<file path="config.mk">
export PLATFORM = sky130hd
export DESIGN_NAME = branch_ctrl
export DESIGN_NICKNAME = d
export VERILOG_FILES = /design/src/rtl/branch_ctrl_pkg.sv /design/src/rtl/branch_ctrl_sat_counter.sv /design/src/rtl/branch_ctrl.sv
export SDC_FILE = /design/constraint.sdc
export NUM_CORES = 1
export LEC_CHECK = 0
export BUFFER_PORTS_ARGS = -buffer_cell sky130_fd_sc_hd__buf_4
export CELL_PAD_IN_SITES_DETAIL_PLACEMENT = 1
export CELL_PAD_IN_SITES_GLOBAL_PLACEMENT = 1
export CORE_UTILIZATION = 39
export DETAILED_ROUTE_END_ITERATION = 16
export HOLD_SLACK_MARGIN = 0.03
export PLACE_DENSITY_LB_ADDON = 0.1
export SLEW_MARGIN = 30
export SYNTH_ARGS = -nofsm -noshare
export SYNTH_HDL_FRONTEND = slang
export SYNTH_SLANG_ARGS = --single-unit
</file>
<file path="constraint.sdc">
create_clock -name clk -period 2.9 [get_ports clk]
set_input_delay 0.29 -clock clk [delete_from_list [all_inputs] [get_ports clk]]
set_output_delay 0.29 -clock clk [all_outputs]
set_load 0.03 [all_outputs]
</file>
<file path="src/rtl/branch_ctrl_pkg.sv">
// branch_ctrl_pkg: state encoding and condition-code constants shared by branch control, condition FF and decoder
package branch_ctrl_pkg;
  typedef enum logic [4:0] {
    S_IDLE = 5'b00001,
    S_T3   = 5'b00010,
    S_T4   = 5'b00100,
    S_T5   = 5'b01000,
    S_T6   = 5'b10000
  } state_t;
  localparam logic [1:0] C2_ZERO    = 2'b00;
  localparam logic [1:0] C2_NONZERO = 2'b01;
  localparam logic [1:0] C2_POS     = 2'b10;
  localparam logic [1:0] C2_NEG     = 2'b11;
endpackage

</file>
<file path="src/rtl/branch_ctrl_sat_counter.sv">
// sat_counter: saturating up-counter with synchronous active-low clear
module sat_counter #(
  parameter int CNT_W = 16
) (
  input  logic             clk,
  input  logic             clr_n,
  input  logic             inc,
  output logic [CNT_W-1:0] cnt
);
  always_ff @(posedge clk)
    if (!clr_n) cnt <= '0;
    else if (inc && !(&cnt)) cnt <= cnt + 1'b1;
endmodule

</file>
<file path="src/rtl/branch_ctrl.sv">
// branch_ctrl: sequences T3..T6 of a conditional branch around the condition flip-flop
module branch_ctrl
  import branch_ctrl_pkg::*;
#(
  parameter int CNT_W = 16
) (
  input  logic             clk,
  input  logic             clr_n,
  input  logic             start,
  input  logic [1:0]       c2_in,
  input  logic             con_q,
  output logic             busy,
  output logic             done,
  output logic [1:0]       ir_c2,
  output logic             gra,
  output logic             r_out,
  output logic             con_enable,
  output logic             pc_out,
  output logic             y_in,
  output logic             c_out,
  output logic             alu_add,
  output logic             z_in,
  output logic             zlo_out,
  output logic             pc_in,
  output logic             taken,
  output logic [CNT_W-1:0] branch_cnt,
  output logic [CNT_W-1:0] taken_cnt
);
  state_t state, state_n;
  always_comb
    state_n = (state == S_IDLE) ? (start ? S_T3 : S_IDLE) :
              (state == S_T3)   ? S_T4 :
              (state == S_T4)   ? S_T5 :
              (state == S_T5)   ? S_T6 : S_IDLE;
  // strobes register the next-state decode so they line up exactly with the state
  always_ff @(posedge clk)
    if (!clr_n) begin
      state      <= S_IDLE;
      ir_c2      <= '0;
      busy       <= 1'b0;
      done       <= 1'b0;
      gra        <= 1'b0;
      r_out      <= 1'b0;
      con_enable <= 1'b0;
      pc_out     <= 1'b0;
      y_in       <= 1'b0;
      c_out      <= 1'b0;
      alu_add    <= 1'b0;
      z_in       <= 1'b0;
      zlo_out    <= 1'b0;
      pc_in      <= 1'b0;
      taken      <= 1'b0;
    end else begin
      state      <= state_n;
      if (state == S_IDLE && start) ir_c2 <= c2_in;
      busy       <= state_n != S_IDLE;
      gra        <= state_n == S_T3;
      r_out      <= state_n == S_T3;
      con_enable <= state_n == S_T3;
      pc_out     <= state_n == S_T4;
      y_in       <= state_n == S_T4;
      c_out      <= state_n == S_T5;
      alu_add    <= state_n == S_T5;
      z_in       <= state_n == S_T5;
      zlo_out    <= state_n == S_T6;
      done       <= state_n == S_T6;
      pc_in      <= state_n == S_T6 && con_q;
      if (state == S_T6) taken <= pc_in;
    end
  sat_counter #(.CNT_W(CNT_W)) u_branch_cnt (
    .clk  (clk),
    .clr_n(clr_n),
    .inc  (state == S_T6),
    .cnt  (branch_cnt)
  );
  sat_counter #(.CNT_W(CNT_W)) u_taken_cnt (
    .clk  (clk),
    .clr_n(clr_n),
    .inc  (state == S_T6 && pc_in),
    .cnt  (taken_cnt)
  );
endmodule

</file>
* Yosys cells after proc, flatten, opt, wreduce, memory -nomap -nowiden
Cells that the tools add are included.
** Storage, ports and cells
- Register bits :: 46
- Latch bits :: 0
- Memory bits (writable) :: 0
- ROM bits :: 0
- Output and inout bits :: 47
- Word-level logic and storage cells :: 37
- Memories :: 0
** Operators by class
- Add/sub/neg operators :: 2
- Multiply operators :: 0
- Divide/modulo/power cells :: 0
- $lt $le $gt $ge :: 0
- Equal/unequal tests :: 10
- Shift-type cells :: 0
- Multiplexer cells :: 5
- Bitwise logic cells :: 0
- Reductions and logical operators :: 9
** Operators by type and width (count)
- 16-bit by 1-bit adder with 16-bit output, second input constant :: 2
- 16-bit AND reduction :: 2
- 5-bit two-way mux :: 4
- 5-bit by 2-bit == test with 1-bit output, second input constant :: 2
- 5-bit by 3-bit == test with 1-bit output, second input constant :: 2
- 5-bit by 4-bit == test with 1-bit output, second input constant :: 2
- 5-bit == test, second input constant :: 2
- 5-bit by 1-bit == test with 1-bit output, second input constant :: 1
- 1-bit logical AND :: 5
- 5-bit by 1-bit inequality test with 1-bit output, second input constant :: 1
- 1-bit logical NOT :: 2
- 2-bit two-way mux :: 1

* Depth between registers and ports, before layout
- Depth after elaboration :: 7
- Gate-level depth with buffers :: 6

* Modules after synthesis
From an unflattened synthesis, not the netlist that was laid out.
** Second synthesis, totals
- Cells, all modules :: 247
- Area, all modules :: 2159.6 µm²
** Modules (own cells, without submodules)
- sat_counter :: times used 2, cells each 95, area each 799.5 µm², sequential area each 320.3 µm²
- branch_ctrl :: times used 1, cells each 57, area each 560.5 µm², sequential area each 280.3 µm²

* Least setup slack after synthesis
No wires, ideal clock.
- Kind :: reg-to-reg
- Start point :: register u_branch_cnt.cnt[0]
- End point :: register u_branch_cnt.cnt[2]
- Setup time :: 0.086 ns
- Data arrival time :: 2.011 ns
- Data required time :: 2.814 ns
- Slack :: 0.803 ns
- Cell stages (with the launch flop) :: 6
- Buffers on the path :: 0
- Path through :: dfxtp_1 -> ha_1 -> nand4_1 -> nor4_1 -> a211oi_1 -> a211oi_1
** On the way
- Word-level cells in the longest chain between the ends :: 3
- Elaborated cells between the ends (all ways) :: 4
- Classes of those cells :: add/sub: 1; reduce/logical: 3
** RTL lines
- from (decl) :: line branch_ctrl_sat_counter.sv:8 : output logic [CNT_W-1:0] cnt
- from (signal assigned) :: line branch_ctrl_sat_counter.sv:12 : else if (inc && !(&cnt)) cnt <= cnt + 1'b1;
- parallel branches: the longest is 3 deep, another holds 16-bit by 1-bit adder with 16-bit output
Several ways; the timed one is not identified.
A chain may end at the register's enable or synchronous reset.

* Worst setup path in the final report
- Start point :: register state[0]
- End point :: register u_branch_cnt.cnt[13]
** On the way
- Word-level cells in the longest chain between the ends :: 2
** RTL lines
- from (decl) :: line branch_ctrl.sv:29 : state_t state, state_n;
- from (signal assigned) :: line branch_ctrl.sv:54 : state <= state_n;
- 5-bit == test :: line branch_ctrl.sv:73 : .inc (state == S_T6),
- 1-bit logical AND :: line branch_ctrl_sat_counter.sv:12
No other way between the ends.

==> impl_results.md <==
- Cell count after synthesis: 264
- Avg Inst Size Synth: 8.50 µm²
- Minimum clock period: 2.25 ns
- Worst R2R Path Depth: 4
- Total negative slack: 0 ns
- Final nets: 317
- Worst min path class: in2reg
- Grt ovf: 0
- Initial antenna violation count: 0
- Horiz. Die Dim: 77.9 µm
- Fin. Hold Viols: 0
- Post-cts resize count: 0
- Critical Path Fanout Max: 12
- CP endpoint kind: register
- Initial Util: roughly two fifths
- Clk slew on worst S/H paths: ~0.090 ns
- Vias per cell: 5.75
- Total CTS buffers: 5
- Sequential fraction of the synthesis area: 41.0%
- Fin crit share: 77.5%
- # rows: 27
- Postcts setup bufs: 0
- Pwr dens: 432 nW/µm²
- Share of cells above drive strength 1: 21.0%
- CTS tree: done
- Clk buf depth: 2
- Setup Skew: just under 0.005 ns
- Area Growth Syn to Fin: 22.9%
- Synth Register Bits: between 40 and 50
- CTS sink cnt: 46
- Area of the multi-input gates: 1200 µm²
- Most common library cell in the layout ignoring fill and taps: buf_4
- Critical Path RT: 3.07 ns
- Library cells used by synthesis: 42
- Drt first pass iters: 4
- Hpwl dp: 4200 µm
- Antenna cells: 0
- Syn_nets: 272
- Fill count: 681
- Gpl congestion: 0.835
- Reg2reg setup slack: approximately 0.65 ns
- Non-filler instance count after layout: 382
- Max Clk Rate: approximately 450 MHz
- Area of the core: 5540 µm²
- Hold buffers post-CTS: 0
- RSZ-0062 raised after global routing: false
- Worst slew pin tran: 0.853 ns
- Total power: 0.00119 W
- Clock root buffer: clkbuf_8
- Clock insertion delay at the later pin of the skew report: between 0.2 and 0.3 ns
- Commonest cells after routing, fill and taps aside: buf_4 (54), dfxtp_1 (46), nand2_1 (30)
- Wirelength per Cell: 15.5 µm
- I/O Buffers: 52
- Mapped Area: ~2200 µm²
- Hold Crit Start: con_q
- DR vias: 2197
- Die H: 77.9 µm
- DR iter-0 viols: 80
- Kind of critical path: reg2reg
- Hold path depth: 2
- Finished Cell Area: between 2000 and 3000 µm²
- Final WL: 5940 µm
- Die ar.: 6060 µm²
- Dpl cells: 374
- Vias in the first global route: 2056
- H-tree depth: 2
- Ports: 53
- Total GRT Usage: 20.2%
- Final setup vio count: 0
- Maxcap violations: 0
- First-pass GRT wire length: 9800 µm
- Max Transition Viols Final: 0
- Register area: around 900 µm²
- RR Endpoint: u_branch_cnt.cnt[13]
- Setup crit start kind: register
- Number of nets with antenna violations after routing: 0
- Rel. slew slack: 42.6%
- Largest net degree at the start of global routing: 29
- Hold EP: pc_in
- FF-to-FF Start: state[0]
- Leak pwr: just under 1 nW
- Worst ir drop on vdd: 187 µV
- DRC errors left: 0
- Synth Warn #: 0
- Placed Area: 2650 µm²
- Crit path DAT: 2.42 ns
- Status: complete, no violations
-- flip-flops by register name (all words and copies together) (netlist names) --
| register | flops |
|---|---|
| taken | 1 |
| zlo_out | 1 |
| z_in | 1 |
| state | 5 |
| con_enable | 1 |
| ir_c2 | 2 |
| u_taken_cnt.cnt | 16 |
| pc_in | 1 |
| y_in | 1 |
| u_branch_cnt.cnt | 16 |
| busy | 1 |
-- per-layer routing --
| layer | vias up | GRT usage (%) | part of all wire, % |
|---|---|---|---|
| met1 | 1059 | 27.1 | 50 |
| met5 | - | 0 | 0 |
| met4 | 0 | 4.91 | 0.52 |
| li1 | 1094 | - | - |
| met3 | 2 | 4.00 | 3.5 |
| met2 | 42 | 33.0 | 45 |
-- worst max path at each step --
stage / depth (start not counted) / slack (ns) / startpoint / endpoint
2_1_floorplan: 5 / 0.80 / u_branch_cnt.cnt[0] / u_branch_cnt.cnt[2]
3_3_place_gp: 4 / 0.74 / state[0] / u_branch_cnt.cnt[14]
3_5_place_dp: 4 / 0.68 / state[0] / u_branch_cnt.cnt[13]
4_1_cts: 4 / 0.66 / state[0] / u_branch_cnt.cnt[13]
5_1_grt: 4 / 0.57 / state[0] / u_branch_cnt.cnt[13]
6_report: 4 / 0.65 / state[0] / u_branch_cnt.cnt[13]
-- Yosys cell counts (all sizes together) --
library cell / number / share of area, %
o2111ai: 1 / 0.39
dfxtp: 46 / 41
and3b: 1 / 0.39
nor2b: 1 / 0.28
a311oi: 1 / 0.39
o31a: 3 / 1.2
nor4: 13 / 3.6
a211oi: 2 / 0.67
nand4: 10 / 2.8
nor4b: 1 / 0.39
a311o: 1 / 0.45
or4: 11 / 4.0
nand3: 12 / 2.7
buf: 7 / 2.5
o21ai: 5 / 1.1
and2: 1 / 0.28
and3: 5 / 1.4
nand2: 30 / 5.0
nand4b: 1 / 0.39
o41ai: 3 / 1.2
a41oi: 1 / 0.39
mux2i: 8 / 3.6
nor3: 10 / 2.2
a41o: 1 / 0.45
a21oi: 21 / 4.7
o311ai: 2 / 0.78
o31ai: 8 / 2.7
ha: 2 / 1.1
or3: 8 / 2.5
and4: 3 / 1.2
nand3b: 1 / 0.33
nor3b: 2 / 0.67
inv: 8 / 1.3
nand2b: 12 / 3.3
o21a: 3 / 1.0
a31oi: 2 / 0.56
nor4bb: 1 / 0.45
clkbuf: 9 / 1.5
nor2: 7 / 1.2
-- power by group --
group	switching, W	internal (W)	total, W
registers	0.00000769	0.000638	0.000646
logic	0.0000440	0.0000226	0.0000666
clock network	0.000226	0.000254	0.000481
-- logic make-up after synthesis --
logic type,after synthesis,synth area share (%)
adder cells (fa/ha/maj),2,1.11
buffers and inverters,24,5.35
AO/OA/AOI/OAI,54,15.9
multiplexers,8,3.57
AND/OR/NAND/NOR,130,33.1
flip-flops,46,41.0
-- critical path, cell delays in order, from the launching register on --
cell and delay [ns]:
dfxtp_1 0.38, or3_4 0.47, or4_1 0.72, o311ai_0 0.42, o41ai_1 0.12
-- layout make-up --
type                            count  share of cell area (%)
Sequential cell                    46                    33.4
Clock buffer                        5                    2.49
Clock inverter                      3                    1.45
Timing Repair Buffer               54                    14.7
Tap cell                           72                    3.27
Multi-Input combinational cell    194                    43.6
Inverter                            8                    1.09
-- per-stage QoR --
step	worst slack [ns]	hold WS, ns	utilization (%)
2_1_floorplan	0.803	0.412	-
3_3_place_gp	0.744	0.450	47.8
3_5_place_dp	0.683	0.450	47.8
4_1_cts	0.660	0.190	49.8
5_1_grt	0.572	0.191	49.8
6_report	0.653	0.194	49.8
(Power assumes the default switching activity.)
